**src/rtl/apb_controller_if.sv**
```systemverilog
// AHB-side and APB-side signal bundle of the AHB-to-APB bridge controller.
// The slave modport is the controller's view; master is the surrounding system's view.
interface apb_controller_if #(
    parameter int ADDR_WIDTH = 32,
    parameter int DATA_WIDTH = 32
);
    logic                  valid;
    logic [ADDR_WIDTH-1:0] Haddr;
    logic                  Hwrite;
    logic [2:0]            tempselx;
    logic [DATA_WIDTH-1:0] Hwdata;
    logic [DATA_WIDTH-1:0] Prdata;
    logic                  Pwrite;
    logic [2:0]            Pselx;
    logic                  Penable;
    logic [ADDR_WIDTH-1:0] Paddr;
    logic [DATA_WIDTH-1:0] Pwdata;
    logic                  Hreadyout;
    logic [DATA_WIDTH-1:0] Hrdata;

    modport slave (
        input  valid, Haddr, Hwrite, tempselx, Hwdata, Prdata,
        output Pwrite, Pselx, Penable, Paddr, Pwdata, Hreadyout, Hrdata
    );

    modport master (
        output valid, Haddr, Hwrite, tempselx, Hwdata, Prdata,
        input  Pwrite, Pselx, Penable, Paddr, Pwdata, Hreadyout, Hrdata
    );
endinterface

```
**src/rtl/apb_controller.sv**
```systemverilog
// AHB-to-APB bridge controller: Moore FSM turning qualified AHB transfers into APB setup/enable phases.
// Optional macro APB_RDATA_HOLD_EN keeps the last APB read data on Hrdata outside the read enable phase.
module apb_controller #(
    parameter int ADDR_WIDTH = 32,
    parameter int DATA_WIDTH = 32
) (
    input logic              Hclk,
    input logic              Hreset,
    apb_controller_if.slave  bus
);
    typedef enum logic [2:0] {
        ST_IDLE,
        ST_READ,
        ST_RENABLE,
        ST_WWAIT,
        ST_WRITE,
        ST_WENABLE
    } state_e;

    state_e                state_q, state_d;
    logic [ADDR_WIDTH-1:0] addr_q, addr_d;
    logic [ADDR_WIDTH-1:0] paddr_q, paddr_d;
    logic [DATA_WIDTH-1:0] wdata_q, wdata_d;
    logic [2:0]            sel_q, sel_d;
    logic                  write_q, write_d;
    logic                  accept;
    logic                  busPhase;

    always_ff @(posedge Hclk) begin
        if (Hreset) begin
            state_q <= ST_IDLE;
            addr_q  <= '0;
            paddr_q <= '0;
            wdata_q <= '0;
            sel_q   <= '0;
            write_q <= 1'b0;
        end else begin
            state_q <= state_d;
            addr_q  <= addr_d;
            paddr_q <= paddr_d;
            wdata_q <= wdata_d;
            sel_q   <= sel_d;
            write_q <= write_d;
        end
    end

    // A transfer can only be accepted while Hreadyout is high (idle or an enable phase).
    always_comb begin
        accept  = bus.valid && (state_q == ST_IDLE || state_q == ST_RENABLE ||
                                state_q == ST_WENABLE);
        state_d = state_q;
        addr_d  = addr_q;
        sel_d   = sel_q;
        write_d = write_q;
        wdata_d = wdata_q;
        paddr_d = paddr_q;

        case (state_q)
            ST_IDLE, ST_RENABLE, ST_WENABLE: begin
                if (accept) begin
                    state_d = bus.Hwrite ? ST_WWAIT : ST_READ;
                end else begin
                    state_d = ST_IDLE;
                end
            end
            ST_READ:  state_d = ST_RENABLE;
            ST_WWAIT: state_d = ST_WRITE;
            ST_WRITE: state_d = ST_WENABLE;
            default:  state_d = ST_IDLE;
        endcase

        if (accept) begin
            addr_d  = bus.Haddr;
            sel_d   = bus.tempselx;
            write_d = bus.Hwrite;
        end

        if (state_q == ST_WWAIT) begin
            wdata_d = bus.Hwdata;
        end

        // Paddr only moves when a setup phase starts, so it holds while Pselx is low.
        if (state_d == ST_READ || state_d == ST_WRITE) begin
            paddr_d = addr_d;
        end
    end

    assign busPhase = (state_q == ST_READ)  || (state_q == ST_RENABLE) ||
                      (state_q == ST_WRITE) || (state_q == ST_WENABLE);

    assign bus.Pselx     = busPhase ? sel_q : 3'b000;
    assign bus.Pwrite    = busPhase && write_q;
    assign bus.Penable   = (state_q == ST_RENABLE) || (state_q == ST_WENABLE);
    assign bus.Hreadyout = (state_q == ST_IDLE) || (state_q == ST_RENABLE) ||
                           (state_q == ST_WENABLE);
    assign bus.Paddr     = paddr_q;
    assign bus.Pwdata    = wdata_q;

`ifdef APB_RDATA_HOLD_EN
    logic [DATA_WIDTH-1:0] rdata_q;

    always_ff @(posedge Hclk) begin
        if (Hreset) begin
            rdata_q <= '0;
        end else if (state_q == ST_RENABLE) begin
            rdata_q <= bus.Prdata;
        end
    end

    assign bus.Hrdata = (state_q == ST_RENABLE) ? bus.Prdata : rdata_q;
`else
    assign bus.Hrdata = bus.Prdata;
`endif
endmodule
```
**src/flat_wrapper.sv**
```systemverilog
// flat-port wrapper written by rule: the top's interface ports become plain ports
module apb_controller_flat 
#(
    parameter int ADDR_WIDTH = 32,
    parameter int DATA_WIDTH = 32
)
  (Hclk, Hreset, bus_valid, bus_Haddr, bus_Hwrite, bus_tempselx, bus_Hwdata, bus_Prdata, bus_Pwrite, bus_Pselx, bus_Penable, bus_Paddr, bus_Pwdata, bus_Hreadyout, bus_Hrdata);
  apb_controller_if #(.ADDR_WIDTH(ADDR_WIDTH), .DATA_WIDTH(DATA_WIDTH)) bus_i ();
  input logic Hclk;
  input logic Hreset;
  input wire logic [$bits(bus_i.valid)-1:0] bus_valid;
  input wire logic [$bits(bus_i.Haddr)-1:0] bus_Haddr;
  input wire logic [$bits(bus_i.Hwrite)-1:0] bus_Hwrite;
  input wire logic [$bits(bus_i.tempselx)-1:0] bus_tempselx;
  input wire logic [$bits(bus_i.Hwdata)-1:0] bus_Hwdata;
  input wire logic [$bits(bus_i.Prdata)-1:0] bus_Prdata;
  output wire logic [$bits(bus_i.Pwrite)-1:0] bus_Pwrite;
  output wire logic [$bits(bus_i.Pselx)-1:0] bus_Pselx;
  output wire logic [$bits(bus_i.Penable)-1:0] bus_Penable;
  output wire logic [$bits(bus_i.Paddr)-1:0] bus_Paddr;
  output wire logic [$bits(bus_i.Pwdata)-1:0] bus_Pwdata;
  output wire logic [$bits(bus_i.Hreadyout)-1:0] bus_Hreadyout;
  output wire logic [$bits(bus_i.Hrdata)-1:0] bus_Hrdata;
  assign bus_i.valid = bus_valid;
  assign bus_i.Haddr = bus_Haddr;
  assign bus_i.Hwrite = bus_Hwrite;
  assign bus_i.tempselx = bus_tempselx;
  assign bus_i.Hwdata = bus_Hwdata;
  assign bus_i.Prdata = bus_Prdata;
  assign bus_Pwrite = bus_i.Pwrite;
  assign bus_Pselx = bus_i.Pselx;
  assign bus_Penable = bus_i.Penable;
  assign bus_Paddr = bus_i.Paddr;
  assign bus_Pwdata = bus_i.Pwdata;
  assign bus_Hreadyout = bus_i.Hreadyout;
  assign bus_Hrdata = bus_i.Hrdata;
  apb_controller #(.ADDR_WIDTH(ADDR_WIDTH), .DATA_WIDTH(DATA_WIDTH)) u_core (.Hclk(Hclk), .Hreset(Hreset), .bus(bus_i));
endmodule
```
**config.mk**
```make
export PLATFORM = sky130hd
export DESIGN_NAME = apb_controller_flat
export DESIGN_NICKNAME = d
export VERILOG_FILES = /design/src/rtl/apb_controller_if.sv /design/src/rtl/apb_controller.sv /design/src/flat_wrapper.sv
export SDC_FILE = /design/constraint.sdc
export NUM_CORES = 1
export LEC_CHECK = 0
export CAP_MARGIN = 20
export CORE_MARGIN = 2
export CORE_UTILIZATION = 37
export CTS_CLUSTER_SIZE = 16
export DETAILED_ROUTE_END_ITERATION = 8
export PLACE_DENSITY = 0.85
export SETUP_SLACK_MARGIN = 0.02
export SLEW_MARGIN = 30
export SYNTH_ARGS = -nofsm -noshare
export SYNTH_HDL_FRONTEND = slang
export SYNTH_SLANG_ARGS = --single-unit
export TNS_END_PERCENT = 5
```
**constraint.sdc**
```tcl
create_clock -name Hclk -period 1.7 [get_ports Hclk]
set_clock_uncertainty 0.15 [all_clocks]
set_input_delay 0.425 -clock Hclk [delete_from_list [all_inputs] [get_ports Hclk]]
set_output_delay 0.425 -clock Hclk [all_outputs]
set_load 0.05 [all_outputs]
```
==> metrics, run 1 <==
Final Max Tran Viols 0; Syn Nets 591; setup_tns -2.95 ns; IO Count 205; GRT Util Overall 20.0%; share of the synthesized area in the top cell type 47.2%; Syn Inst Count 488; part of the cycle the worst path needs 114%; Port Buffers 140; root buffer cell clkbuf_16; CTS tree built; initial antenna violation count 0; CP Capture Type output port; Seq cells post-synth 103; final wirelength 13200 µm; Hold Vio Cnt, Final 0; die height 113 µm; top post-synthesis cells by area dfxtp_1 47%, a21oi_1 8.0%, a2111oi_0 6.4%, a311oi_1 6.4%, o211ai_1 6.2%; Max Cap Violations 0; maximum VDD drop 0.529 mV; Num CTS Buffers 9; worst r2r src u_core.state_q[2]$_SDFF_PP0_; Fin Hold WS 0.289 ns; Largest delay share family, worst path simple AND/OR/NAND/NOR gates; CP Buf/Inv Count 1; Distinct cells, synth 28; most frequent cells in the layout 100 x dfxtp_1, 77 x buf_12, 70 x a21oi_1; fmax 517 MHz; Relative slew margins 61.5%; Simple-Gate Fraction of Synth Area 13.0%; grt ovf 0; Power Total 6.18 mW; Synth Area in XOR/XNOR 0.200%; clk sinks 103; most common cell after layout, fill and taps aside dfxtp_1; hold_buf cts 0; Routed WL per cell 17.9 µm; die width 113 µm; DRC 0; Vias/cell 5.65; Routed Antenna Nets 0; Reg2Reg Setup Slack -0.22 ns; Place WS -0.574 ns; R2R Path End u_core.bus.Paddr[0]$_SDFFE_PP0P_; first-pass GRT wire length 21000 µm; initial cell density of the core 38.1%; crit path from u_core.state_q[2]$_SDFF_PP0_; syn_area_per_cell 8.96 µm²; dpl cell area 0.00654 mm²; HP Start Hreset; Worst Slack Setup Final -0.235 ns; vias in the first global route 4275; outcome finished, violations left; initial DRC count 235; Site Rows 39; violated checks negative setup slack; Final Net Count 696; Period minus WS final 1.93 ns; final design instance area without fill 0.00707 mm²; Area Growth Syn to Fin 61.7%; area fraction in compound gates after synthesis 27.5%; routability cong. 0.817; largest family of logic cells by synthesized area compound AO/OA/AOI/OAI gates; via count 4188; largest net degree at the start of global routing 47; clock latency at the later pin of the worst-skew pair 0.34 ns; H-tree depth 3; Critical-path top delay cell dfxtp_4; CTS max path bufs 2; mux contribution to synthesized area 0.229%; Critical Path RT 1.12 ns; worst path cell trace nor2_4, xnor2_4, and2_4, buf_12; Worst-Margin Slew 0.562 ns; dpl hpwl 8940 µm; worst hold path depth 2; Startpoint Class flip-flop; Post-Synth Adder-Cell Area 0%; crit path DAT 1.36 ns; P_leak 2.48 nW; HP Class in -> reg; WHS Endpoint u_core.addr_q[31]$_SDFF_PP0_; warnings from Yosys 0; core box area 0.0115 mm²; drt first pass iters 4; clk slew on worst S/H paths 0.08 ns; power per cell area 874 mW/mm²; Setup CP Type reg -> out; die area 0.0127 mm²; Max stage delay on crit path 0.36 ns; RSZ-0062 raised after global routing true; Antenna diodes 0; leading area contributor after synthesis dfxtp_1; synthesized area 0.00437 mm²; share of cells above drive strength 1 28.8%; sequential share of the synthesized area 47.2%; setup violators final 38; CP max FO 5; worst reg2reg path depth 5
sequential cells by signal, indices dropped and copies added (netlist names):
signal	cells
u_core.addr_q	32
u_core.bus.Paddr	32
u_core.bus.Pwdata	32
u_core.sel_q	3
u_core.state_q	3
u_core.write_q	1
logic make-up (layout without fill, tap and decap cells):
| kind of cell | count (synthesis) | count (layout) |
|---|---|---|
| and+or+nand+nor | 121 | 121 |
| DFF | 103 | 103 |
| AOI/OAI and AO/OA | 173 | 173 |
| xor gates and xnor gates | 1 | 1 |
| buffers and inverters | 89 | 199 |
| muxes | 1 | 1 |
layout make-up:
class | instances | area (µm²)
clock buffers | 9 | 225
clock inverters | 7 | 67.6
fillers | 902 | 4400
multi-input cells | 296 | 1990
flip-flops and latches | 103 | 2070
well taps | 143 | 179
repair buffers | 183 | 2530
routing by layer:
| metal | track usage (%) | part of all wire (%) | routed length [µm] |
|---|---|---|---|
| met5 | 0 | 0 | 0 |
| met4 | 5.37 | 1.3 | 168 |
| met3 | 4.64 | 6.4 | 849 |
| met2 | 36.0 | 52 | 6950 |
| met1 | 23.9 | 40 | 5270 |
power by group:
group          total [mW]  internal (mW)  switching (mW)
logic                1.49          0.736           0.749
clock network        2.00           1.03           0.973
registers            2.69           2.56           0.131
how the worst max path moves through the flow:
stage	slack, ns	to	cells after the start
finish	-0.23	bus_Pselx[1]	4
global route	-0.30	bus_Pselx[1]	4
CTS	-0.24	bus_Pselx[1]	4
detailed placement	-0.57	u_core.bus.Paddr[3]$_SDFFE_PP0P_	5
global placement	-0.41	u_core.bus.Paddr[0]$_SDFFE_PP0P_	5
floorplan	-0.02	bus_Hreadyout	5
through the flow:
step / util, % / instances
6_report: 61.6 / 741
5_1_grt: 61.6 / 741
4_1_cts: 60.1 / 739
3_5_place_dp: 57.0 / 719
3_3_place_gp: 57.0 / 719
2_1_floorplan: - / 488
repair_timing:
action,CTS,global route
gates resized for setup,16,39
cloned,0,0
pin swaps,22,12
buffers inserted,4,2
hold endpoints to repair,0,0
endpoints found under the setup margin,70,72
cells in the mapped netlist (all sizes together):
| cell type | instances |
|---|---|
| xnor2 | 1 |
| a311oi | 32 |
| a211o | 1 |
| nor2b | 3 |
| nand2b | 1 |
| dfxtp | 103 |
| a2111oi | 32 |
| nand3 | 36 |
| buf | 57 |
| and3b | 2 |
| or3b | 1 |
| o211ai | 36 |
| a21oi | 70 |
| a31oi | 1 |
| o21bai | 1 |
| and2 | 4 |
| nand2 | 65 |
| nor4b | 1 |
| nand4b | 1 |
| clkbuf | 32 |
| mux2i | 1 |
| or2 | 2 |
| nand3b | 1 |
| nor3b | 2 |
| nor2 | 2 |
(Power assumes the default switching activity.)
==> inputs of run 2 (changes only) <==
--- a/config.mk
+++ b/config.mk
@@ -10,6 +10,7 @@
 export CORE_UTILIZATION = 37
 export CTS_CLUSTER_SIZE = 16
 export DETAILED_ROUTE_END_ITERATION = 8
+export HOLD_SLACK_MARGIN = 0.06
 export PLACE_DENSITY = 0.85
 export SETUP_SLACK_MARGIN = 0.02
 export SLEW_MARGIN = 30
==> results of run 2 <==
No change in the layout: final DEF, timing and power equal those of run 1.
==> inputs of run 3 (changes only) <==
--- a/config.mk
+++ b/config.mk
@@ -7,11 +7,11 @@
 export LEC_CHECK = 0
 export CAP_MARGIN = 20
 export CORE_MARGIN = 2
-export CORE_UTILIZATION = 37
+export CORE_UTILIZATION = 41
 export CTS_CLUSTER_SIZE = 16
 export DETAILED_ROUTE_END_ITERATION = 8
 export HOLD_SLACK_MARGIN = 0.06
-export PLACE_DENSITY = 0.85
+export PLACE_DENSITY = 0.89
 export SETUP_SLACK_MARGIN = 0.02
 export SLEW_MARGIN = 30
 export SYNTH_ARGS = -nofsm -noshare
==> constraint.sdc (replaced) <==
create_clock -name Hclk -period 2 [get_ports Hclk]
set_clock_uncertainty 0.15 [all_clocks]
set_input_delay 0.5 -clock Hclk [delete_from_list [all_inputs] [get_ports Hclk]]
set_output_delay 0.5 -clock Hclk [all_outputs]
set_load 0.05 [all_outputs]
==> run 3 against run 2 <==
Power decreased by 22%. Register-to-register slack improved by 0.30 ns. The run still ends with negative setup slack left. First-iteration DRC count grew 10%.
==> metrics, run 3 (synthesis gave the netlist of run 1 again) <==
sequential power share 46.6% (+3.1 points); Startpoint Class flip-flop; Vias/cell 5.65 (about the same); drt first pass iters 4 (unchanged); CP Capture Type output port; Power Total 4.81 mW (-22%); Site Rows 37 (-5.1%); clk slew on worst S/H paths 0.09 ns (about the same); via count 4125 (-1.5%); Int Pwr 3.43 mW (-21%); largest net degree at the start of global routing 51 (+8.5%); worst path cell trace buf_6, nor3b_4, or2_4, buf_12; Place WS -0.376 ns (+0.198 ns); final design instance area without fill 0.00605 mm² (-14%); GRT Util Overall 21.0% (+1.0 points); Combinational Power Share 21.9% (-2.1 points); power per cell area 794 mW/mm² (-9.1%); final wirelength 12300 µm (-6.8%); initial DRC count 259 (+10%); switch share 28.5% (-1.5 points); die height 107 µm (-4.8%); die area 0.0115 mm² (-9.4%); setup violators final 6 (-84%); Routed Antenna Nets 0 (unchanged); dpl hpwl 8360 µm (-6.5%); most frequent cells in the layout 100 x dfxtp_1, 95 x buf_4, 70 x a21oi_1; Max stage delay on crit path 0.36 ns (about the same); CP max FO 4 (-1); vias in the first global route 3982 (-6.9%); first-pass GRT wire length 19500 µm (-7.0%); Area Growth Syn to Fin 38.4%; core box area 0.0103 mm² (-10%); Worst-Margin Slew 0.568 ns (+0.00517 ns); Setup CP Type reg -> out; Final Max Tran Viols 0 (unchanged); most common cell after layout, fill and taps aside dfxtp_1; violated checks negative setup slack; share of cells above drive strength 1 23.9% (-4.9 points); Critical Path RT 1.35 ns (+0.23 ns); Critical-path top delay cell dfxtp_2; Fin Hold WS 0.310 ns (+0.0213 ns); FILL cells 895 (-0.78%); setup_tns -0.223 ns (+2.72 ns); Hold Vio Cnt, Final 0 (unchanged); root buffer cell clkbuf_8; crit path DAT 1.41 ns (+0.05 ns); HP Class reg -> reg; clock latency at the later pin of the worst-skew pair 0.36 ns (+0.02 ns); grt ovf 0 (unchanged); P_leak 2.23 nW (-10%); fmax 485 MHz; die width 107 µm (-4.8%); CTS tree built; maximum VDD drop 0.419 mV (-21%); Antenna diodes 0 (unchanged); Num CTS Buffers 9 (unchanged); clk sinks 103 (unchanged); Relative slew margins 62.2% (+0.62 points); routability cong. 0.822 (+0.58%); initial cell density of the core 42.3% (+4.2 points); dpl cell area 0.00569 mm² (-13%); H-tree depth 3 (unchanged); Port Buffers 140 (unchanged); Routed WL per cell 16.9 µm (-5.4%); Period minus WS final 2.06 ns; Final Net Count 693 (-0.43%); initial antenna violation count 0 (unchanged); Clock Power Share 31.5% (-0.9 points); CTS max path bufs 2 (unchanged); Largest delay share family, worst path simple AND/OR/NAND/NOR gates; Worst Slack Setup Final -0.0629 ns (+0.172 ns); Max Cap Violations 0 (unchanged); RSZ-0062 raised after global routing true; part of the cycle the worst path needs 103%; DRC 0 (unchanged); P_sw 1.37 mW (-26%); IO Count 205 (unchanged); outcome finished, violations left; CP Buf/Inv Count 2 (+1)
run 3: power by group through the flow:
| stage | sequential, mW | clock (mW) | combinational [mW] |
|---|---|---|---|
| 2_1_floorplan | 2.51 | 0 | 0.534 |
| 5_1_grt | 2.25 | 1.63 | 1.12 |
| 3_5_place_dp | 2.28 | 0 | 1.02 |
| 3_3_place_gp | 2.28 | 0 | 0.990 |
| 6_report | 2.24 | 1.51 | 1.05 |
| 4_1_cts | 2.24 | 1.54 | 1.05 |
run 3: stage by stage:
stage                     instances  utilization, %
after CTS                       730            58.6
after floorplan                 488               -
after detailed placement        706            55.1
after global routing            730            58.6
after global placement          706            55.1
final                           730            58.6
run 3: metal layers:
| metal | share of wire [%] | vias up | wire (µm) | global-route usage, % |
|---|---|---|---|---|
| met4 | 1.5 | 0 | 190 | 7.51 |
| li1 | - | 1989 | - | - |
| met5 | 0 | - | 0 | 0 |
| met3 | 7.0 | 28 | 867 | 4.01 |
| met1 | 42 | 1948 | 5130 | 27.1 |
| met2 | 50 | 160 | 6140 | 34.9 |
run 3: worst min-delay path: stages (launching register included):
cell	delay [ns]
dfxtp_1	0.32
nand2_1	0.05
a21oi_1	0.05
run 3: worst paths after layout:
check	start	endpoint	slack (ns)	cells after the start
max	u_core.state_q[1]$_SDFF_PP0_	bus_Penable	-0.06	4
min reg2reg	u_core.bus.Pwdata[19]$_SDFFE_PP0N_	u_core.bus.Pwdata[19]$_SDFFE_PP0N_	0.31	2
min	u_core.bus.Pwdata[19]$_SDFFE_PP0N_	u_core.bus.Pwdata[19]$_SDFFE_PP0N_	0.31	2
max reg2reg	u_core.state_q[1]$_SDFF_PP0_	u_core.bus.Paddr[28]$_SDFFE_PP0P_	0.08	6
run 3: repair_timing:
action | in CTS | in global routing
gates resized for setup | 18 | 3
setup endpoints to repair | 7 | 28
buffers inserted | 9 | 0
hold buffers | 0 | 0
pin swaps | 7 | 4
run 3: final cells by class:
| cell class | count | area [µm²] | area share, % |
|---|---|---|---|
| Sequential cell | 103 | 2070 | 34.2 |
| Multi-Input combinational cell | 296 | 1860 | 30.7 |
| Timing Repair Buffer | 180 | 1720 | 28.4 |
| Tap cell | 136 | 170 | 2.81 |
| Clock buffer | 9 | 124 | 2.05 |
| Clock inverter | 6 | 109 | 1.80 |
